File: src/rtl/riscv_pkg.sv
// Shared encodings for the multicycle RISC-V controller: FSM states,
// opcode values, aluop codes, mux select values and opcode classes.
package riscv_pkg;

  typedef enum logic [3:0] {
    S_FETCH    = 4'd0,
    S_DECODE   = 4'd1,
    S_MEMADR   = 4'd2,
    S_MEMREAD  = 4'd3,
    S_MEMWB    = 4'd4,
    S_MEMWRITE = 4'd5,
    S_EXECUTER = 4'd6,
    S_EXECUTEI = 4'd7,
    S_ALUWB    = 4'd8,
    S_BEQ      = 4'd9,
    S_JAL      = 4'd10
  } state_t;

  localparam logic [6:0] OP_LOAD   = 7'b0000011;
  localparam logic [6:0] OP_STORE  = 7'b0100011;
  localparam logic [6:0] OP_RTYPE  = 7'b0110011;
  localparam logic [6:0] OP_ITYPE  = 7'b0010011;
  localparam logic [6:0] OP_BRANCH = 7'b1100011;
  localparam logic [6:0] OP_JAL    = 7'b1101111;

  localparam logic [1:0] ALUOP_ADD   = 2'b00;
  localparam logic [1:0] ALUOP_SUB   = 2'b01;
  localparam logic [1:0] ALUOP_FUNCT = 2'b10;

  // alu_src_a: 00 pc, 01 old pc, 10 register A
  localparam logic [1:0] SRCA_PC     = 2'b00;
  localparam logic [1:0] SRCA_OLDPC  = 2'b01;
  localparam logic [1:0] SRCA_REG    = 2'b10;
  // alu_src_b: 00 register B, 01 immediate, 10 constant 4
  localparam logic [1:0] SRCB_REG    = 2'b00;
  localparam logic [1:0] SRCB_IMM    = 2'b01;
  localparam logic [1:0] SRCB_FOUR   = 2'b10;
  // result_src: 00 ALU out register, 01 data register, 10 ALU result
  localparam logic [1:0] RES_ALUOUT  = 2'b00;
  localparam logic [1:0] RES_DATA    = 2'b01;
  localparam logic [1:0] RES_ALU     = 2'b10;

  typedef enum logic [2:0] {
    OPC_LOAD,
    OPC_STORE,
    OPC_RTYPE,
    OPC_ITYPE,
    OPC_BRANCH,
    OPC_JAL,
    OPC_ILLEGAL
  } opclass_t;

endpackage

File: src/rtl/mc_opdecode.sv
// Combinational opcode classifier for the multicycle controller.
module mc_opdecode
  import riscv_pkg::*;
(
  input  logic [6:0] opcode,
  output opclass_t   opclass
);

  always_comb begin
    opclass = OPC_ILLEGAL;
    case (opcode)
      OP_LOAD:   opclass = OPC_LOAD;
      OP_STORE:  opclass = OPC_STORE;
      OP_RTYPE:  opclass = OPC_RTYPE;
      OP_ITYPE:  opclass = OPC_ITYPE;
      OP_BRANCH: opclass = OPC_BRANCH;
      OP_JAL:    opclass = OPC_JAL;
      default:   opclass = OPC_ILLEGAL;
    endcase
  end

endmodule

File: src/rtl/mc_control.sv
// Multicycle RISC-V main control FSM. Optional memory wait states in
// FETCH/MEMREAD/MEMWRITE are enabled by defining MEM_WAIT_EN.
module mc_control
  import riscv_pkg::*;
#(
  parameter int ALUOP_W = 2
) (
  input  logic               clk,
  input  logic               rst_n,
  input  logic [6:0]         opcode,
  input  logic               zero,
  input  logic               mem_ready,
  output logic               pc_write,
  output logic               ir_write,
  output logic               mem_write,
  output logic               reg_write,
  output logic               adr_src,
  output logic [1:0]         alu_src_a,
  output logic [1:0]         alu_src_b,
  output logic [1:0]         result_src,
  output logic [ALUOP_W-1:0] aluop,
  output logic               illegal,
  output logic [3:0]         state
);

  state_t   state_q, state_d;
  opclass_t opclass;
  logic     mem_ok;

  logic       pc_write_r, ir_write_r, mem_write_r, reg_write_r, adr_src_r, illegal_r;
  logic [1:0] alu_src_a_r, alu_src_b_r, result_src_r, aluop_r;

`ifdef MEM_WAIT_EN
  assign mem_ok = mem_ready;
`else
  logic unused_mem_ready;
  assign unused_mem_ready = mem_ready;
  assign mem_ok = 1'b1;
`endif

  mc_opdecode u_opdecode (
    .opcode  (opcode),
    .opclass (opclass)
  );

  always_ff @(posedge clk) begin
    if (!rst_n) state_q <= S_FETCH;
    else        state_q <= state_d;
  end

  always_comb begin
    state_d      = state_q;
    pc_write_r   = 1'b0;
    ir_write_r   = 1'b0;
    mem_write_r  = 1'b0;
    reg_write_r  = 1'b0;
    adr_src_r    = 1'b0;
    illegal_r    = 1'b0;
    alu_src_a_r  = SRCA_PC;
    alu_src_b_r  = SRCB_REG;
    result_src_r = RES_ALUOUT;
    aluop_r      = ALUOP_ADD;
    case (state_q)
      S_FETCH: begin
        ir_write_r   = mem_ok;
        pc_write_r   = mem_ok;
        alu_src_b_r  = SRCB_FOUR;
        result_src_r = RES_ALU;
        state_d      = mem_ok ? S_DECODE : S_FETCH;
      end
      S_DECODE: begin
        alu_src_a_r = SRCA_OLDPC;
        alu_src_b_r = SRCB_IMM;
        case (opclass)
          OPC_LOAD, OPC_STORE: state_d = S_MEMADR;
          OPC_RTYPE:           state_d = S_EXECUTER;
          OPC_ITYPE:           state_d = S_EXECUTEI;
          OPC_BRANCH:          state_d = S_BEQ;
          OPC_JAL:             state_d = S_JAL;
          default: begin
            illegal_r = 1'b1;
            state_d   = S_FETCH;
          end
        endcase
      end
      S_MEMADR: begin
        alu_src_a_r = SRCA_REG;
        alu_src_b_r = SRCB_IMM;
        state_d     = (opclass == OPC_LOAD) ? S_MEMREAD : S_MEMWRITE;
      end
      S_MEMREAD: begin
        adr_src_r = 1'b1;
        state_d   = mem_ok ? S_MEMWB : S_MEMREAD;
      end
      S_MEMWB: begin
        reg_write_r  = 1'b1;
        result_src_r = RES_DATA;
        state_d      = S_FETCH;
      end
      S_MEMWRITE: begin
        adr_src_r   = 1'b1;
        mem_write_r = mem_ok;
        state_d     = mem_ok ? S_FETCH : S_MEMWRITE;
      end
      S_EXECUTER: begin
        alu_src_a_r = SRCA_REG;
        alu_src_b_r = SRCB_REG;
        aluop_r     = ALUOP_FUNCT;
        state_d     = S_ALUWB;
      end
      S_EXECUTEI: begin
        alu_src_a_r = SRCA_REG;
        alu_src_b_r = SRCB_IMM;
        aluop_r     = ALUOP_FUNCT;
        state_d     = S_ALUWB;
      end
      S_ALUWB: begin
        reg_write_r = 1'b1;
        state_d     = S_FETCH;
      end
      S_BEQ: begin
        alu_src_a_r = SRCA_REG;
        alu_src_b_r = SRCB_REG;
        aluop_r     = ALUOP_SUB;
        pc_write_r  = zero;
        state_d     = S_FETCH;
      end
      S_JAL: begin
        alu_src_a_r = SRCA_OLDPC;
        alu_src_b_r = SRCB_FOUR;
        pc_write_r  = 1'b1;
        state_d     = S_ALUWB;
      end
      default: state_d = S_FETCH;
    endcase
  end

  // The register may still hold a mid-instruction state while reset is low,
  // so every output is forced quiet until the first cycle out of reset.
  assign pc_write   = rst_n & pc_write_r;
  assign ir_write   = rst_n & ir_write_r;
  assign mem_write  = rst_n & mem_write_r;
  assign reg_write  = rst_n & reg_write_r;
  assign adr_src    = rst_n & adr_src_r;
  assign illegal    = rst_n & illegal_r;
  assign alu_src_a  = rst_n ? alu_src_a_r  : 2'b00;
  assign alu_src_b  = rst_n ? alu_src_b_r  : 2'b00;
  assign result_src = rst_n ? result_src_r : 2'b00;
  assign aluop      = rst_n ? ALUOP_W'(aluop_r) : '0;
  assign state      = state_q;

endmodule

File: config.mk
export PLATFORM = sky130hd
export DESIGN_NAME = mc_control
export DESIGN_NICKNAME = d
export VERILOG_FILES = /design/src/rtl/riscv_pkg.sv /design/src/rtl/mc_opdecode.sv /design/src/rtl/mc_control.sv
export SDC_FILE = /design/constraint.sdc
export NUM_CORES = 1
export LEC_CHECK = 0
export BUFFER_PORTS_ARGS = -buffer_cell sky130_fd_sc_hd__buf_2
export CAP_MARGIN = 25
export CORE_AREA = 2 2 39 41
export DETAILED_ROUTE_END_ITERATION = 12
export DIE_AREA = 0 0 41 43
export GPL_ROUTABILITY_DRIVEN = 0
export GPL_TIMING_DRIVEN = 0
export PLACE_DENSITY = 0.82
export SLEW_MARGIN = 20
export SYNTH_ARGS = -nofsm -noshare
export SYNTH_HDL_FRONTEND = slang
export SYNTH_HIERARCHICAL = 1
export SYNTH_SLANG_ARGS = --single-unit
File: constraint.sdc
create_clock -name clk -period 1.6 [get_ports clk]
set_input_delay 0 -clock clk [delete_from_list [all_inputs] [get_ports clk]]
set_output_delay 0 -clock clk [all_outputs]
set_load 0.05 [all_outputs]
==> flow_metrics.tcl, run 1 <==
set metrics [dict create \
    synth_area_sq_um 494 \
    post_drt_wl_per_cell_um 11.7 \
    nets 118 \
    min_to "state[3]" \
    yosys.area.top_type "dfxtp_1" \
    ys.flop_type "dfxtp_1" \
    p_total_uw 402 \
    dpl.hpwl_um 1120 \
    clock_skew_ns 0.0144 \
    path_depth 5 \
    synth_cell_types 33 \
    hp-start "rst_n" \
    p_per_area_nw_per_um2 527 \
    cts_setup_buffers 0 \
    drt-total-wl_um 1420 \
    r2r-start "state[3]" \
    cts_max_level 1 \
    ys_warn_count 6 \
    worst_slack_ns 0.0707 \
    ys_seq_area_frac 0.162 \
    cts.path.max_buffers 2 \
    dieArea_sq_um 1760 \
    cts-buffers-inserted 3 \
    reg2reg_depth 4 \
    rows 14 \
    grt_overflow 0 \
    grt_max_degree 11 \
    grt_pass1_vias 604 \
    rsz0062_at_grt "no" \
    postCtsHoldBufs 0 \
    max_freq_mhz 654 \
    drc_errors 0 \
    multiInputGateArea_sq_um 434 \
    critPathRequiredTime_ns 1.60 \
    synth_edf_count 0 \
    maxCapViolCount 0 \
    synthCells 75 \
    min_period_ns 1.53 \
    die_w_um 41 \
    synth_area_leaders "dfxtp_1 16%, a21oi_1 7.1%, nand2_1 6.1%" \
    ir_worst_vdd_v 0.000394 \
    core-area_sq_um 1380 \
    finalSetupViolations 0 \
    vias 634 \
    largest_reg_flops 4 \
    crit_path_start_kind "register" \
    critPathSlowestCell "dfxtp_2" \
    avgViaCountPerCell 5.24 \
    fill_cells 138 \
    status "finished, final reports clean" \
    cts_num_sinks 4 \
    first_pass_iters 4 \
    async_flop_share 0 \
    syn_area_per_cell_sq_um 6.59 \
    synthToLayoutAreaGrowth_pct 54.2 \
    worst_pin_slew_ns 0.328 \
    dp.cells 118 \
    portBuffers 27 \
    critPathKind "register to output pin" \
    hold_violations 0 \
    insertion_delay_ns 0.25 \
    relSlewSlack 0.781 \
    slew_viol_final 0 \
    start_util 0.357 \
    synth_fp_nets 86 \
    drive_gt1_frac 0.495 \
    power_leakage_uw 0.000362 \
    synth-seq-cells 4 \
    tritoncts "done" \
    seq_area_sq_um 83.8 \
    holdPathStages 3 \
    stdcell_count 121 \
    dp_slack_ns 0.178 \
    worstPathCellList "buf_2 > or2_1 > a21o_1 > a21oi_4 > clkbuf_4" \
    grt.total_usage 0.185 \
    max_stage_delay_ns 0.31 \
    clk_pin_slew_ns 0.05 \
    netlist_top_cells_count "8 x nand2_1, 8 x nor2_1, 7 x a21oi_1" \
    n_antenna_cell 0 \
    grt_pass1_wl_um 2330 \
    period_share 0.956 \
    hold_class "primary input to register" \
    timing.rr.end "state[3]" \
    critPathMaxFanout 10 \
    ioPinCount 29 \
    worst-path-buf-inv 2 \
    arrival_ns 1.53 \
    synth_top_cell_area_share 0.162 \
    drtAntennaViolNets 0 \
    die_y_um 43 \
    grt_antenna_before_repair 0 \
    fin_setup_tns_ns 0 \
    finalCoreUtilization 0.551 \
    drtIter0Drc 8 \
    crit_path_end_kind "output pin" \
    crit_family "buffers and inverters" \
    cts-root-buf "clkbuf_4" \
    rrSetupSlack_ns 0.45 \
]
## power by group
group | switching (uW) | internal [uW]
registers | 3.75 | 103
logic | 107 | 53.2
clock network | 51.0 | 84.6
total | 161 | 240
## tightest hold or removal path, stage by stage
cell and delay, ns:
buf_2 0.14, nand2_1 0.07, o22ai_1 0.05
## logic make-up after synthesis
group / share of synthesized area
xor+xnor: 0.0354
compound gates: 0.223
simple gates: 0.473
buf+inv: 0.106
flops: 0.162
## cells in the final DEF (no fill, tap or decap), drive strengths merged, types with 2 or more instances in the layout
cell type / n
buf: 29
nand2: 8
nor2: 8
a21oi: 7
clkbuf: 6
inv: 5
nor3: 5
dfxtp: 4
nor2b: 4
nand3: 3
nor3b: 3
o21ai: 3
nand2b: 2
xnor2: 2
o21a: 2
nor4b: 2
## per-stage QoR
| step | area [sq um] | hold slack (ns) |
|---|---|---|
| after floorplan | 567 | 0.139 |
| after global placement | 722 | 0.303 |
| after detailed placement | 722 | 0.310 |
| after CTS | 747 | 0.0484 |
| after global routing | 762 | 0.0644 |
| final | 762 | 0.0567 |
## cell type report
cell class / count / share of cell area
buffer: 5 / 0.0493
clock buffer: 3 / 0.0296
inverter: 5 / 0.0246
multi-input combinational: 61 / 0.570
sequential: 4 / 0.110
tap: 16 / 0.0263
timing repair buffer: 27 / 0.190
## worst max-delay path by stage
| stage | start | endpoint | slack, ns |
|---|---|---|---|
| floorplan | state[3] | result_src[1] | -0.003 |
| global placement | opcode[2] | state[1] | 0.23 |
| detailed placement | opcode[2] | state[1] | 0.18 |
| CTS | state[1] | pc_write | 0.03 |
| global route | state[3] | result_src[1] | 0.005 |
| finish | state[3] | pc_write | 0.07 |
## timing repair
action                     CTS  global route
setup endpoints to repair    1             3
cloned                       0             0
resized for setup            1             5
## metal layers
metal / part of all wire / wire [um] / vias up / track usage
met5: 0 / 0 / - / 0
met4: 0.0028 / 4 / 0 / 0.0533
met3: 0.046 / 66 / 2 / 0.0733
met2: 0.52 / 744 / 14 / 0.297
met1: 0.43 / 604 / 296 / 0.215
li1: - / - / 322 / -
No activity file was read; power rests on OpenSTA's default activity.
==> run 2: changes to the inputs <==
Settings changed: CORE_AREA 2 2 39 41 to default, CORE_MARGIN from default to 2, CORE_UTILIZATION from default to 44, DIE_AREA 0 0 41 43 to default, PLACE_DENSITY 0.82 to 0.89, SLEW_MARGIN 20 to default, SYNTH_HIERARCHICAL 1 to default.
==> run 2 against run 1 <==
Compared with the run above:
- the run now ends with setup timing left
- non-clock buffer count up 7
- global-route usage up 5.4 points
- largest cell class unchanged
- hold slack better by 0.0081 ns
- synthesized cell count up 12%
- core utilization up 29 points
- final cell count up 13%
- register-to-register slack worse by 0.18 ns
- highest routed layer unchanged
- clock skew down 0.014 ns
- flip-flop and latch count unchanged
- first-iteration DRC count up 50%
- via count up 26%
- area after synthesis up 22%
==> flow_metrics.tcl, run 2 <==
set metrics [dict create \
    dieArea_sq_um 1680 \
    clock_skew_ns 0.000588 \
    timing.rr.end "state[1]" \
    synth-seq-cells 4 \
    cts-root-buf "clkbuf_4" \
    crit_path_end_kind "register" \
    synth_area_leaders "dfxtp_1 13%, ha_1 8.3%, nor2b_1 6.2%" \
    rows 13 \
    critPathMaxFanout 6 \
    final_common_cell "buf_2" \
    max_freq_mhz 618 \
    drc_errors 0 \
    largest_reg_flops 4 \
    insertion_delay_ns 0.24 \
    arrival_ns 1.75 \
    dp.cells 126 \
    rrSetupSlack_ns 0.27 \
    grt.total_usage 0.239 \
    worst_slack_ns -0.0182 \
    wl_met2_um 1050 \
    core-area_sq_um 1280 \
    worst_pin_slew_ns 0.372 \
    wl_met1_um 767 \
    critPathSlowestCell "or3_4" \
    n_antenna_cell 0 \
    failed_checks "setup timing" \
    cts_max_level 1 \
    final_cell_mix "18 x buf_2, 10 x buf_4, 8 x clkbuf_4, 5 x nand2_1" \
    holdPathStages 2 \
    drtIter0Drc 12 \
    synth_area_sq_um 602 \
    relSlewSlack 0.751 \
    avgViaCountPerCell 5.83 \
    dpl.hpwl_um 1320 \
    hold_violations 0 \
    slew_viol_final 0 \
    yosys.area.top_type "dfxtp_1" \
    ys_seq_area_frac 0.133 \
    power_leakage_uw 0.000504 \
    synthCells 84 \
    ys_warn_count 0 \
    hp-start "rst_n" \
    post_drt_wl_per_cell_um 14.2 \
    wl_met3_um 92 \
    stdcell_count 137 \
    start_util 0.468 \
    ioPinCount 29 \
    highest_layer "met4" \
    r2r-start "state[2]" \
    grt_antenna_before_repair 0 \
    reg2reg_depth 6 \
    drive_gt1_frac 0.574 \
    yosysMostFrequentCell "nor2b_1" \
    status "finished with violations" \
    maxCapViolCount 0 \
    grt_pass1_vias 650 \
    grt_max_degree 11 \
    finalCoreUtilization 0.838 \
    drtAntennaViolNets 0 \
    worstPathCellList "buf_2 > nand3b_1 > or3_4 > ha_4 > a21oi_2 > a2bb2oi_2 > a211o_1 > a32o_1" \
    async_flop_share 0 \
    max_stage_delay_ns 0.46 \
    cts_num_sinks 4 \
    syn_area_per_cell_sq_um 7.16 \
    die_y_um 41.0 \
    ys.flop_type "dfxtp_1" \
    crit_start "opcode[4]" \
    synth_cell_types 35 \
    critPathRequiredTime_ns 1.73 \
    grt_overflow 0 \
    postCtsHoldBufs 0 \
    tritoncts "done" \
    min_period_ns 1.62 \
    p_per_area_nw_per_um2 435 \
    first_pass_iters 4 \
    cts-buffers-inserted 3 \
    rsz0062_at_grt "yes" \
    hold_class "primary input to register" \
    synth_top_cell_area_share 0.133 \
    synthToLayoutAreaGrowth_pct 79.0 \
    synth_fp_nets 99 \
    synth_edf_count 0 \
    finalSetupViolations 1 \
    portBuffers 27 \
    cts.path.max_buffers 2 \
    die_w_um 41.0 \
    clk_pin_slew_ns 0.04 \
    ir_worst_vdd_v 0.000240 \
    nets 138 \
    vias 799 \
    min_to "state[3]" \
    grt_pass1_wl_um 2640 \
    critPathKind "primary input to register" \
    drt-total-wl_um 1940 \
    crit_path_start_kind "primary input" \
    period_share 1.01 \
]
[run 2: cell count changes after synthesis, sizes merged, moves of 3 or more]
cell    before  now
buf          5    1
clkbuf       0    4
ha           0    4
nand2        8    5
nor2         8    5
[run 2: worst max-delay path by stage]
stage | cells after the start | endpoint | slack, ns
floorplan | 7 | state[2] | -0.15
global placement | 8 | state[2] | -0.37
detailed placement | 8 | state[2] | -0.41
CTS | 8 | state[2] | -0.03
global route | 8 | state[2] | -0.05
finish | 8 | state[2] | -0.02
[run 2: area by class of cell]
type                            instances  area [sq um]
Buffer                                  4          31.3
Clock buffer                            4          26.3
Fill cell                              71           208
Inverter                                5          18.8
Multi-Input combinational cell         70           651
Sequential cell                         4          87.6
Tap cell                               15          18.8
Timing Repair Buffer                   35           244
[run 2: logic make-up (layout without fill, tap and decap cells)]
logic type	after synthesis	in the layout	share of synthesized area
simple gates	43	43	0.426
compound gates	17	17	0.198
buf+inv	10	48	0.0686
fa+ha+maj	4	4	0.0832
xor+xnor	4	4	0.0582
flops	4	4	0.133
mux	2	2	0.0333
[run 2: per-stage QoR]
stage | hold slack [ns] | TNS, ns | setup WS [ns] | area (sq um) | total power (uW)
after detailed placement | 0.314 | -0.991 | -0.408 | 897 | 286
after floorplan | 0.146 | -0.349 | -0.150 | 743 | 240
final | 0.0648 | -0.0182 | -0.0182 | 1080 | 469
after CTS | 0.0624 | -0.0300 | -0.0300 | 1010 | 451
after global placement | 0.316 | -0.889 | -0.372 | 897 | 281
after global routing | 0.0625 | -0.0572 | -0.0458 | 1080 | 495
[run 2: worst max-delay path, delay by kind of cell]
kind / cells / cell delay, ns
AOI/OAI and AO/OA: 4 / 0.70
and+or+nand+nor: 2 / 0.68
adders and majority gates: 1 / 0.20
buffers and inverters: 1 / 0.15
[run 2: routing by layer]
metal	vias to the layer above	track usage
li1	387	-
met1	375	0.244
met2	31	0.484
met3	6	0.0489
met4	0	0.0417
met5	-	0
[run 2: where the power goes]
part / internal [uW] / leakage (uW) / switching, uW / total, uW
sequential: 102 / 0.0000346 / 4.21 / 106
combinational: 88.3 / 0.000454 / 131 / 219
clock: 94.1 / 0.0000150 / 49.5 / 144
total: 284 / 0.000504 / 185 / 469
[run 2: repair_timing]
action / CTS / global route
pin swaps: 6 / 4
buffers inserted: 5 / 3
endpoints found under the setup margin: 6 / 10
gates resized for setup: 16 / 16
